<file path="config.mk">
export PLATFORM = sky130hd
export DESIGN_NAME = oc_button_input
export DESIGN_NICKNAME = d
export VERILOG_FILES = /design/src/rtl/oc_button_pkg.sv /design/src/rtl/oc_button_input_chan.sv /design/src/rtl/oc_button_input.sv
export SDC_FILE = /design/constraint.sdc
export NUM_CORES = 1
export LEC_CHECK = 0
export CELL_PAD_IN_SITES_DETAIL_PLACEMENT = 0
export CELL_PAD_IN_SITES_GLOBAL_PLACEMENT = 1
export CORE_MARGIN = 4
export CORE_UTILIZATION = 40
export DETAILED_ROUTE_END_ITERATION = 6
export PLACE_DENSITY = 0.75
export SYNTH_ARGS = -nofsm -noshare
export SYNTH_HDL_FRONTEND = slang
export SYNTH_HIERARCHICAL = 1
export SYNTH_SLANG_ARGS = --single-unit
</file>
<file path="constraint.sdc">
create_clock -name clock -period 2.2 [get_ports clock]
set_input_delay 0.44 -clock clock [delete_from_list [all_inputs] [get_ports clock]]
set_output_delay 0.44 -clock clock [all_outputs]
set_load 0.005 [all_outputs]
</file>
<file path="src/rtl/oc_button_pkg.sv">
// Shared types and helpers for the pushbutton conditioning block.
package oc_button_pkg;

  // Per-channel debounce/long-press state.
  typedef enum logic [2:0] {
    ST_RELEASED     = 3'd0,
    ST_PRESS_PEND   = 3'd1,
    ST_PRESSED      = 3'd2,
    ST_HELD_LONG    = 3'd3,
    ST_RELEASE_PEND = 3'd4
  } button_state_e;

  // Counter width wide enough to hold the larger of the two thresholds.
  function automatic int unsigned cnt_width(input int unsigned debounce,
                                            input int unsigned long_press);
    int unsigned max_v;
    max_v = (debounce > long_press) ? debounce : long_press;
    return $clog2(max_v + 1);
  endfunction

endpackage

</file>
<file path="src/rtl/oc_button_input_chan.sv">
// One button channel: synchronizer, polarity fix, debounce FSM and pulses.
module oc_button_input_chan
  import oc_button_pkg::*;
#(
  parameter int unsigned SyncCycles      = 3,
  parameter int unsigned DebounceCycles  = 1000000,
  parameter int unsigned LongPressCycles = 0,
  parameter bit          ActiveLow       = 1'b0
) (
  input  logic clock,
  input  logic resetN,
  input  logic buttonIn,
  output logic buttonLevel,
  output logic buttonPress,
  output logic buttonRelease,
  output logic buttonLong
);

  localparam int unsigned CntW = cnt_width(DebounceCycles, LongPressCycles);
  localparam logic [CntW-1:0] DebLast  = CntW'(DebounceCycles - 1);
  localparam logic [CntW-1:0] LongLast = CntW'(LongPressCycles - 1);
  localparam logic [CntW-1:0] CntMax   = '1;
  localparam logic [CntW-1:0] CntOne   = CntW'(1);
  localparam logic [SyncCycles-1:0] SyncIdle = ActiveLow ? '1 : '0;

  if (SyncCycles < 2 || SyncCycles > 4) begin : g_bad_sync
    $error("oc_button_input_chan: SyncCycles out of range");
  end
  if (DebounceCycles < 1) begin : g_bad_deb
    $error("oc_button_input_chan: DebounceCycles must be at least 1");
  end

  logic [SyncCycles-1:0] r_sync;
  logic                  w_sync;
  button_state_e         r_state, w_state_nxt;
  logic [CntW-1:0]       r_cnt, w_cnt_nxt;
  logic                  r_level, w_level_nxt;
  logic                  r_press, w_press_nxt;
  logic                  r_release, w_release_nxt;
  logic                  r_long, w_long_nxt;

  // Synchronizer chain; resets to the pin's released level.
  always_ff @(posedge clock or negedge resetN) begin
    if (!resetN) r_sync <= SyncIdle;
    else         r_sync <= {r_sync[SyncCycles-2:0], buttonIn};
  end

  assign w_sync = r_sync[SyncCycles-1] ^ ActiveLow;

  // State, counter and registered outputs.
  always_ff @(posedge clock or negedge resetN) begin
    if (!resetN) begin
      r_state   <= ST_RELEASED;
      r_cnt     <= '0;
      r_level   <= 1'b0;
      r_press   <= 1'b0;
      r_release <= 1'b0;
      r_long    <= 1'b0;
    end else begin
      r_state   <= w_state_nxt;
      r_cnt     <= w_cnt_nxt;
      r_level   <= w_level_nxt;
      r_press   <= w_press_nxt;
      r_release <= w_release_nxt;
      r_long    <= w_long_nxt;
    end
  end

  // Next-state and next-output decode.
  always_comb begin
    w_state_nxt   = r_state;
    w_cnt_nxt     = r_cnt;
    w_level_nxt   = r_level;
    w_press_nxt   = 1'b0;
    w_release_nxt = 1'b0;
    w_long_nxt    = 1'b0;
    unique case (r_state)
      ST_RELEASED: begin
        if (w_sync) begin
          if (DebounceCycles == 1) begin
            w_state_nxt = ST_PRESSED;
            w_press_nxt = 1'b1;
            w_level_nxt = 1'b1;
            w_cnt_nxt   = '0;
          end else begin
            w_state_nxt = ST_PRESS_PEND;
            w_cnt_nxt   = CntOne;
          end
        end
      end
      ST_PRESS_PEND: begin
        if (!w_sync) begin
          w_state_nxt = ST_RELEASED;
          w_cnt_nxt   = '0;
        end else if (r_cnt == DebLast) begin
          w_state_nxt = ST_PRESSED;
          w_press_nxt = 1'b1;
          w_level_nxt = 1'b1;
          w_cnt_nxt   = '0;
        end else begin
          w_cnt_nxt = r_cnt + CntOne;
        end
      end
      ST_PRESSED, ST_HELD_LONG: begin
        if (!w_sync) begin
          if (DebounceCycles == 1) begin
            w_state_nxt   = ST_RELEASED;
            w_release_nxt = 1'b1;
            w_level_nxt   = 1'b0;
            w_cnt_nxt     = '0;
          end else begin
            w_state_nxt = ST_RELEASE_PEND;
            w_cnt_nxt   = CntOne;
          end
        end else if (r_state == ST_PRESSED) begin
          if (LongPressCycles > 0 && r_cnt == LongLast) begin
            w_state_nxt = ST_HELD_LONG;
            w_long_nxt  = 1'b1;
          end else if (r_cnt != CntMax) begin
            w_cnt_nxt = r_cnt + CntOne;
          end
        end
      end
      ST_RELEASE_PEND: begin
        if (w_sync) begin
          // Bounce back: long-press timing starts over.
          w_state_nxt = ST_PRESSED;
          w_cnt_nxt   = '0;
        end else if (r_cnt == DebLast) begin
          w_state_nxt   = ST_RELEASED;
          w_release_nxt = 1'b1;
          w_level_nxt   = 1'b0;
          w_cnt_nxt     = '0;
        end else begin
          w_cnt_nxt = r_cnt + CntOne;
        end
      end
      default: begin
        w_state_nxt = ST_RELEASED;
        w_cnt_nxt   = '0;
        w_level_nxt = 1'b0;
      end
    endcase
  end

  assign buttonLevel   = r_level;
  assign buttonPress   = r_press;
  assign buttonRelease = r_release;
  assign buttonLong    = r_long;

endmodule

</file>
<file path="src/rtl/oc_button_input.sv">
// Multi-channel pushbutton/DIP-switch input conditioner.
module oc_button_input
  import oc_button_pkg::*;
#(
  parameter int unsigned ButtonCount     = 1,
  parameter int unsigned SyncCycles      = 3,
  parameter int unsigned DebounceCycles  = 1000000,
  parameter int unsigned LongPressCycles = 0,
  parameter bit          ActiveLow       = 1'b0
) (
  input  logic                   clock,
  input  logic                   resetN,
  input  logic [ButtonCount-1:0] buttonIn,
  output logic [ButtonCount-1:0] buttonLevel,
  output logic [ButtonCount-1:0] buttonPress,
  output logic [ButtonCount-1:0] buttonRelease,
  output logic [ButtonCount-1:0] buttonLong
);

  if (ButtonCount < 1 || ButtonCount > 16) begin : g_bad_count
    $error("oc_button_input: ButtonCount out of range");
  end

  // Independent, identical channel per pin.
  for (genvar g = 0; g < ButtonCount; g++) begin : g_chan
    oc_button_input_chan #(
      .SyncCycles      (SyncCycles),
      .DebounceCycles  (DebounceCycles),
      .LongPressCycles (LongPressCycles),
      .ActiveLow       (ActiveLow)
    ) u_chan (
      .clock         (clock),
      .resetN        (resetN),
      .buttonIn      (buttonIn[g]),
      .buttonLevel   (buttonLevel[g]),
      .buttonPress   (buttonPress[g]),
      .buttonRelease (buttonRelease[g]),
      .buttonLong    (buttonLong[g])
    );
  end

endmodule

</file>
==> reports/metrics.csv, run 1 <==
stage,metric,value,unit
timing,slew_headroom,65.23,%
timing,fin_crit_sh,92.72,%
logic_synthesis,syn_area,1610,µm²
layout,multi_input_area,843.3,µm²
cts,cts-htree-levels,2,
min_path,hold_start,g_chan[0].u_chan/r_sync[1]$_DFF_PN0_,
timing,fin_tns_setup,0,ns
placed_design,dpl.hpwl,2.714,mm
cts,clock_sinks,29,
setup_path,cp-start-kind,flip-flop,
floorplan,rows,22,
logic_synthesis,synth_xor_xnor_area_share,6.527,%
timing,setup_violations,0,
global_route,grt_pass1_vias,1323,
cts,root_buffer,clkbuf_8,
logic_synthesis,synth-edff-count,0,
placed_design,io_buffers,5,
layout,synthToLayoutAreaGrowth,19.89,%
logic_synthesis,yosysSeqAreaShare,45.07,%
cts,numCtsBuffers,5,
global_route,grt_pass1_wl,6.341,mm
layout,final_cell_count_no_fill,245,
cts,cts_tree,built,
run,cap_viol_max_count,0,
drt,avgViaCountPerCell,5.637,
logic_synthesis,netlist_instances,176,
logic_synthesis,synth_nets,180,
logic_synthesis,yosys.area_share.simple,28.75,%
setup_path,cp_cell_sequence,"ha_2, nand2_2, or3b_4, o41ai_4, o21a_4, o21ai_2, a22o_1",
drt,drc_errors,0,
layout,layout.nets,200,
layout,layout_commonest_cell,dfrtp_1,
floorplan,start_util,42.70,%
logic_synthesis,syn_avg_cell_area,9.149,µm²
logic_synthesis,synth_top_family_by_area,simple AND/OR/NAND/NOR gates,
layout,drive_gt1_share,16.75,%
drt,drtIter0Drc,61,
logic_synthesis,synth_flop_cell,dfrtp_1,
floorplan,die_y,71.45,µm
logic_synthesis,synth_compound_gate_area_share,15.23,%
setup_path,critPathLaunch,g_chan[0].u_chan/r_cnt[1]$_DFFE_PN0P_,
setup_path,rr_startpoint,g_chan[0].u_chan/r_cnt[1]$_DFFE_PN0P_,
placed_design,place_congestion,0.8045,
global_route,grt_max_degree,30,
setup_path,worstPathArrival,2.21,ns
drt,vias,1381,
layout,final_cell_mix,"29 x dfrtp_1, 23 x nor2_1, 15 x nand2_1, 15 x buf_4, 10 x nand3_1",
layout,antennaDiodeCount,0,
logic_synthesis,ys_seq_elements,29,
timing,rsz0062_at_grt,false,
setup_path,critPathMaxFanout,5,
placed_design,place_inst,237,
cts,cts_hold_buf,0,
drt,wl_per_cell,14.90,µm
setup_path,worstSetupPathType,reg2reg,
logic_synthesis,yosys.area_share.adder,0.7770,%
setup_path,end_kind,flip-flop,
timing,fmax,0.4902,GHz
pwr,p_per_area,801.5,nW/µm²
pwr,max-vdd-ir-drop,0.3160,mV
timing,min_period,2.040,ns
run_status,status,finished clean,
logic_synthesis,ys_warn_count,6,
global_route,grtUsageTotal,15.91,%
setup_path,cp_slowest_cell,or3b_4,
floorplan,dieWidth,71.45,µm
logic_synthesis,async_flop_share,100.0,%
logic_synthesis,ys_types,43,
timing,slew_violations,0,
setup_path,required,2.37,ns
global_route,grt_overflow,0,
cts,clkTransAtPathRegs,0.07,ns
floorplan,num_io_pins,7,
min_path,hp-class,reg2reg,
global_route,antenna_found_initial,0,
setup_path,slowest_delay,0.45,ns
drt,drt.antenna.violating_nets,0,
logic_synthesis,synthMuxAreaShare,0,%
pwr,p_leak,0.8109,nW
timing,hold_viol,0,
layout,fill_cells,355,
drt,wirelength,3.651,mm
floorplan,die_area,5105,µm²
timing,skew,0.009527,ns
drt,drt-pass1-iter-count,4,
floorplan,core_area,3771,µm²
cts,worstSkewPairLatency,0.29,ns
layout,regArea,725.7,µm²
timing,tightest_slew,0.5085,ns
cts,cts.path.max_buffers,2,
## flip-flops by register name (all words and copies together), names as in the netlist
signal and count:
g_chan.u_chan/buttonLevel 1, g_chan.u_chan/buttonPress 1, g_chan.u_chan/buttonRelease 1, g_chan.u_chan/r_cnt 20, g_chan.u_chan/r_state 3, g_chan.u_chan/r_sync 3
## logic make-up (layout without fill, tap and decap cells)
kind of cell,count (synthesis),count (layout)
compound gates,33,33
xor+xnor,12,12
fa+ha+maj,1,1
buf+inv,12,33
flops,29,29
other cells,1,1
simple gates,88,88
## worst max-delay path: cells and delay by family, from the launching register on
kind / cells / cell delay (ns)
AOI/OAI and AO/OA: 4 / 0.81
and+or+nand+nor: 2 / 0.52
DFF: 1 / 0.38
adders and majority gates: 1 / 0.22
## path summary, 6_finish.rpt
path / end / slack [ns] / depth (start not counted)
max: g_chan[0].u_chan/r_cnt[18]$_DFFE_PN0P_ / 0.16 / 7
min: g_chan[0].u_chan/r_sync[2]$_DFF_PN0_ / 0.35 / 0
max reg2reg: g_chan[0].u_chan/r_cnt[18]$_DFFE_PN0P_ / 0.16 / 7
min reg2reg: g_chan[0].u_chan/r_sync[2]$_DFF_PN0_ / 0.35 / 0
max in group asynchronous: g_chan[0].u_chan/r_cnt[19]$_DFFE_PN0P_ / 1.37 / 2
min in group asynchronous: g_chan[0].u_chan/r_cnt[13]$_DFFE_PN0P_ / 0.55 / 2
## synthesized netlist by cell type, drive strengths merged (5+ instances only)
cell type | number | area, µm²
nand4 | 7 | 43.79
dfrtp | 29 | 725.7
o21ai | 7 | 38.78
inv | 5 | 18.77
xor2 | 7 | 61.31
nor2 | 24 | 92.59
and2 | 5 | 31.28
nand2 | 16 | 62.56
nor3 | 9 | 56.31
a21oi | 8 | 40.04
xnor2 | 5 | 43.79
nand3 | 10 | 50.05
## what timing repair did
action                     4_1_cts  5_1_grt
buffers inserted                 0        0
resized for setup                0        3
setup endpoints to repair        0        5
## power breakdown
part / internal, W / total (W) / switching, W
clock: 0.000368 / 0.000583 / 0.000215
sequential: 0.000569 / 0.000616 / 0.0000469
combinational: 0.000149 / 0.000348 / 0.000199
total: 0.00109 / 0.00155 / 0.000461
## routing by layer
layer | routed length [µm] | global-route usage [%]
met5 | 0 | 0
met4 | 85 | 9.603
met3 | 147 | 2.945
met2 | 1757 | 24.08
met1 | 1659 | 21.02
## through the flow
stage	area, µm²	hold WS, ns	worst slack, ns	power, W	util, %
after floorplan	1610	0.1444	0.1439	0.0008415	-
after global placement	1797	0.3317	0.1661	0.0009601	47.64
after detailed placement	1797	0.3364	0.07272	0.0009687	47.64
after CTS	1917	0.3523	0.05412	0.001559	50.83
after global routing	1931	0.3553	0.03699	0.001629	51.19
final	1931	0.3504	0.1601	0.001547	51.19
## cell type report
cell class | count | share of cell area (%)
multi-input combinational | 135 | 43.68
clock buffer | 6 | 4.277
timing repair buffer | 20 | 8.425
clock inverter | 2 | 1.944
inverter | 5 | 0.9721
sequential | 29 | 37.59
tap | 48 | 3.111
Note: power is estimated with default switching activity, not from simulation.
==> run 2, diff against run 1 <==
--- a/config.mk
+++ b/config.mk
@@ -6,4 +6,5 @@
 export NUM_CORES = 1
 export LEC_CHECK = 0
+export CAP_MARGIN = 10
 export CELL_PAD_IN_SITES_DETAIL_PLACEMENT = 0
 export CELL_PAD_IN_SITES_GLOBAL_PLACEMENT = 1
@@ -11,4 +12,5 @@
 export CORE_UTILIZATION = 40
 export DETAILED_ROUTE_END_ITERATION = 6
+export MAX_ROUTING_LAYER = met4
 export PLACE_DENSITY = 0.75
 export SYNTH_ARGS = -nofsm -noshare
==> constraint.sdc (replaced) <==
create_clock -name clock -period 2.2 [get_ports clock]
set_input_delay 0.22 -clock clock [delete_from_list [all_inputs] [get_ports clock]]
set_output_delay 0.22 -clock clock [all_outputs]
set_load 0.005 [all_outputs]
==> reports/metrics.csv, run 2 (synthesis results as in run 1) <==
stage,metric,value,unit
timing,fmax,0.4905,GHz
timing,setup_violations,0,
layout,drive_gt1_share,16.75,%
cts,worstSkewPairLatency,0.29,ns
setup_path,worstSetupPathType,reg2reg,
cts,cts_hold_buf,0,
global_route,grt_overflow,0,
layout,fin_area,1931,µm²
floorplan,core_area,3771,µm²
timing,slew_violations,0,
timing,min_period,2.039,ns
layout,final_cell_count_no_fill,245,
layout,regMostFlops,g_chan.u_chan/r_cnt,
timing,slew_headroom,65.24,%
run,cap_viol_max_count,0,
pwr,p_per_area,800.8,nW/µm²
cts,cts_setup_buffers,0,
cts,root_buffer,clkbuf_8,
pwr,p_total,0.001546,W
global_route,grt_max_degree,30,
timing,hold_viol,0,
drt,wl_per_cell,14.89,µm
cts,cts.path.max_buffers,2,
layout,antennaDiodeCount,0,
layout,fill_cells,355,
floorplan,start_util,42.70,%
timing,skew,0.009905,ns
floorplan,die_y,71.45,µm
placed_design,place_inst,237,
pwr,max-vdd-ir-drop,0.3154,mV
cts,clkTransAtPathRegs,0.07,ns
setup_path,required,2.37,ns
layout,synthToLayoutAreaGrowth,19.89,%
placed_design,place_congestion,0.8162,
floorplan,die_area,5105,µm²
layout,final_cell_mix,"29 x dfrtp_1, 23 x nor2_1, 15 x nand2_1, 15 x buf_4, 10 x nand3_1",
run_status,status,finished clean,
global_route,grt_pass1_vias,1331,
drt,drt-pass1-iter-count,4,
timing,fin_ws,0.1612,ns
cts,cts_tree,built,
setup_path,end_kind,flip-flop,
timing,tightest_slew,0.5083,ns
floorplan,rows,22,
drt,vias,1378,
layout,layout_commonest_cell,dfrtp_1,
global_route,grt_pass1_wl,6.320,mm
setup_path,cp-start-kind,flip-flop,
min_path,hp-class,in2async,
setup_path,critPathMaxFanout,5,
timing,fin_tns_setup,0,ns
setup_path,worstPathArrival,2.21,ns
placed_design,dpl.hpwl,2.714,mm
placed_design,place_area,1797,µm²
global_route,antenna_found_initial,0,
placed_design,place_ws,0.07272,ns
cts,clock_sinks,29,
drt,drt.antenna.violating_nets,0,
floorplan,num_io_pins,7,
floorplan,dieWidth,71.45,µm
placed_design,io_buffers,5,
pwr,p_leak,0.8109,nW
global_route,grtUsageTotal,16.35,%
layout,largest_reg_flops,20,
cts,cts-htree-levels,2,
drt,wirelength,3.649,mm
drt,avgViaCountPerCell,5.624,
timing,rsz0062_at_grt,false,
cts,numCtsBuffers,5,
layout,top_regs,"g_chan.u_chan/r_cnt x20, g_chan.u_chan/r_state x3, g_chan.u_chan/r_sync x3",
timing,fin_crit_sh,92.67,%
drt,drc_errors,0,
drt,drtIter0Drc,69,
layout,layout.nets,200,
## run 2: cell counts in the layout (fill, tap and decap cells not counted)
Identical to the previous run, type by type.
## run 2: layer usage
metal  GRT usage, %  wire length, µm  share of wire [%]  up-vias
met4          9.603               85                2.3        0
met5              -                0                  0        -
li1               -                -                  -      668
met1          20.84             1708                 47      684
met3          2.945              100                2.7        8
met2          24.18             1755                 48       18
## run 2: final cells by class
class	instances	area, µm²	share of cell area (%)
multi-input cells	135	843.3	43.68
flip-flops and latches	29	725.7	37.59
repair buffers	20	162.7	8.425
clock buffers	6	82.58	4.277
well taps	48	60.06	3.111
clock inverters	2	37.54	1.944
inverters	5	18.77	0.9721
## run 2: final timing paths
check	start	endpoint	slack, ns	cells past startpoint
worst max-delay path	g_chan[0].u_chan/r_cnt[1]$_DFFE_PN0P_	g_chan[0].u_chan/r_cnt[18]$_DFFE_PN0P_	0.16	7
worst min-delay path	resetN	g_chan[0].u_chan/r_cnt[13]$_DFFE_PN0P_	0.33	2
worst max register to register	g_chan[0].u_chan/r_cnt[1]$_DFFE_PN0P_	g_chan[0].u_chan/r_cnt[18]$_DFFE_PN0P_	0.16	7
worst min register to register	g_chan[0].u_chan/r_sync[1]$_DFF_PN0_	g_chan[0].u_chan/r_sync[2]$_DFF_PN0_	0.35	0
max in group asynchronous	resetN	g_chan[0].u_chan/buttonRelease$_DFF_PN0_	1.59	2
min in group clock	g_chan[0].u_chan/r_sync[1]$_DFF_PN0_	g_chan[0].u_chan/r_sync[2]$_DFF_PN0_	0.35	0
## run 2: worst max-delay path, stage by stage (launching register included)
cell	delay, ns
dfrtp_1	0.38
ha_2	0.22
nand2_2	0.07
or3b_4	0.45
o41ai_4	0.29
o21a_4	0.22
o21ai_2	0.06
a22o_1	0.24
## run 2: where the power goes
group | internal, W | switching, W | leakage, nW
clock | 0.000368 | 0.000214 | 0.0574
combinational | 0.000149 | 0.000199 | 0.361
sequential | 0.000569 | 0.0000463 | 0.392
## run 2: through the flow
step | hold WS, ns | util (%)
floorplan | -0.07559 | -
global placement | 0.3317 | 47.64
detailed placement | 0.3364 | 47.64
CTS | 0.3304 | 50.83
global route | 0.3484 | 51.19
finish | 0.3306 | 51.19
## run 2: timing repair
item                       4_1_cts  5_1_grt
hold endpoints to repair         0        0
setup endpoints to repair        0        5
gates resized for setup          0        3
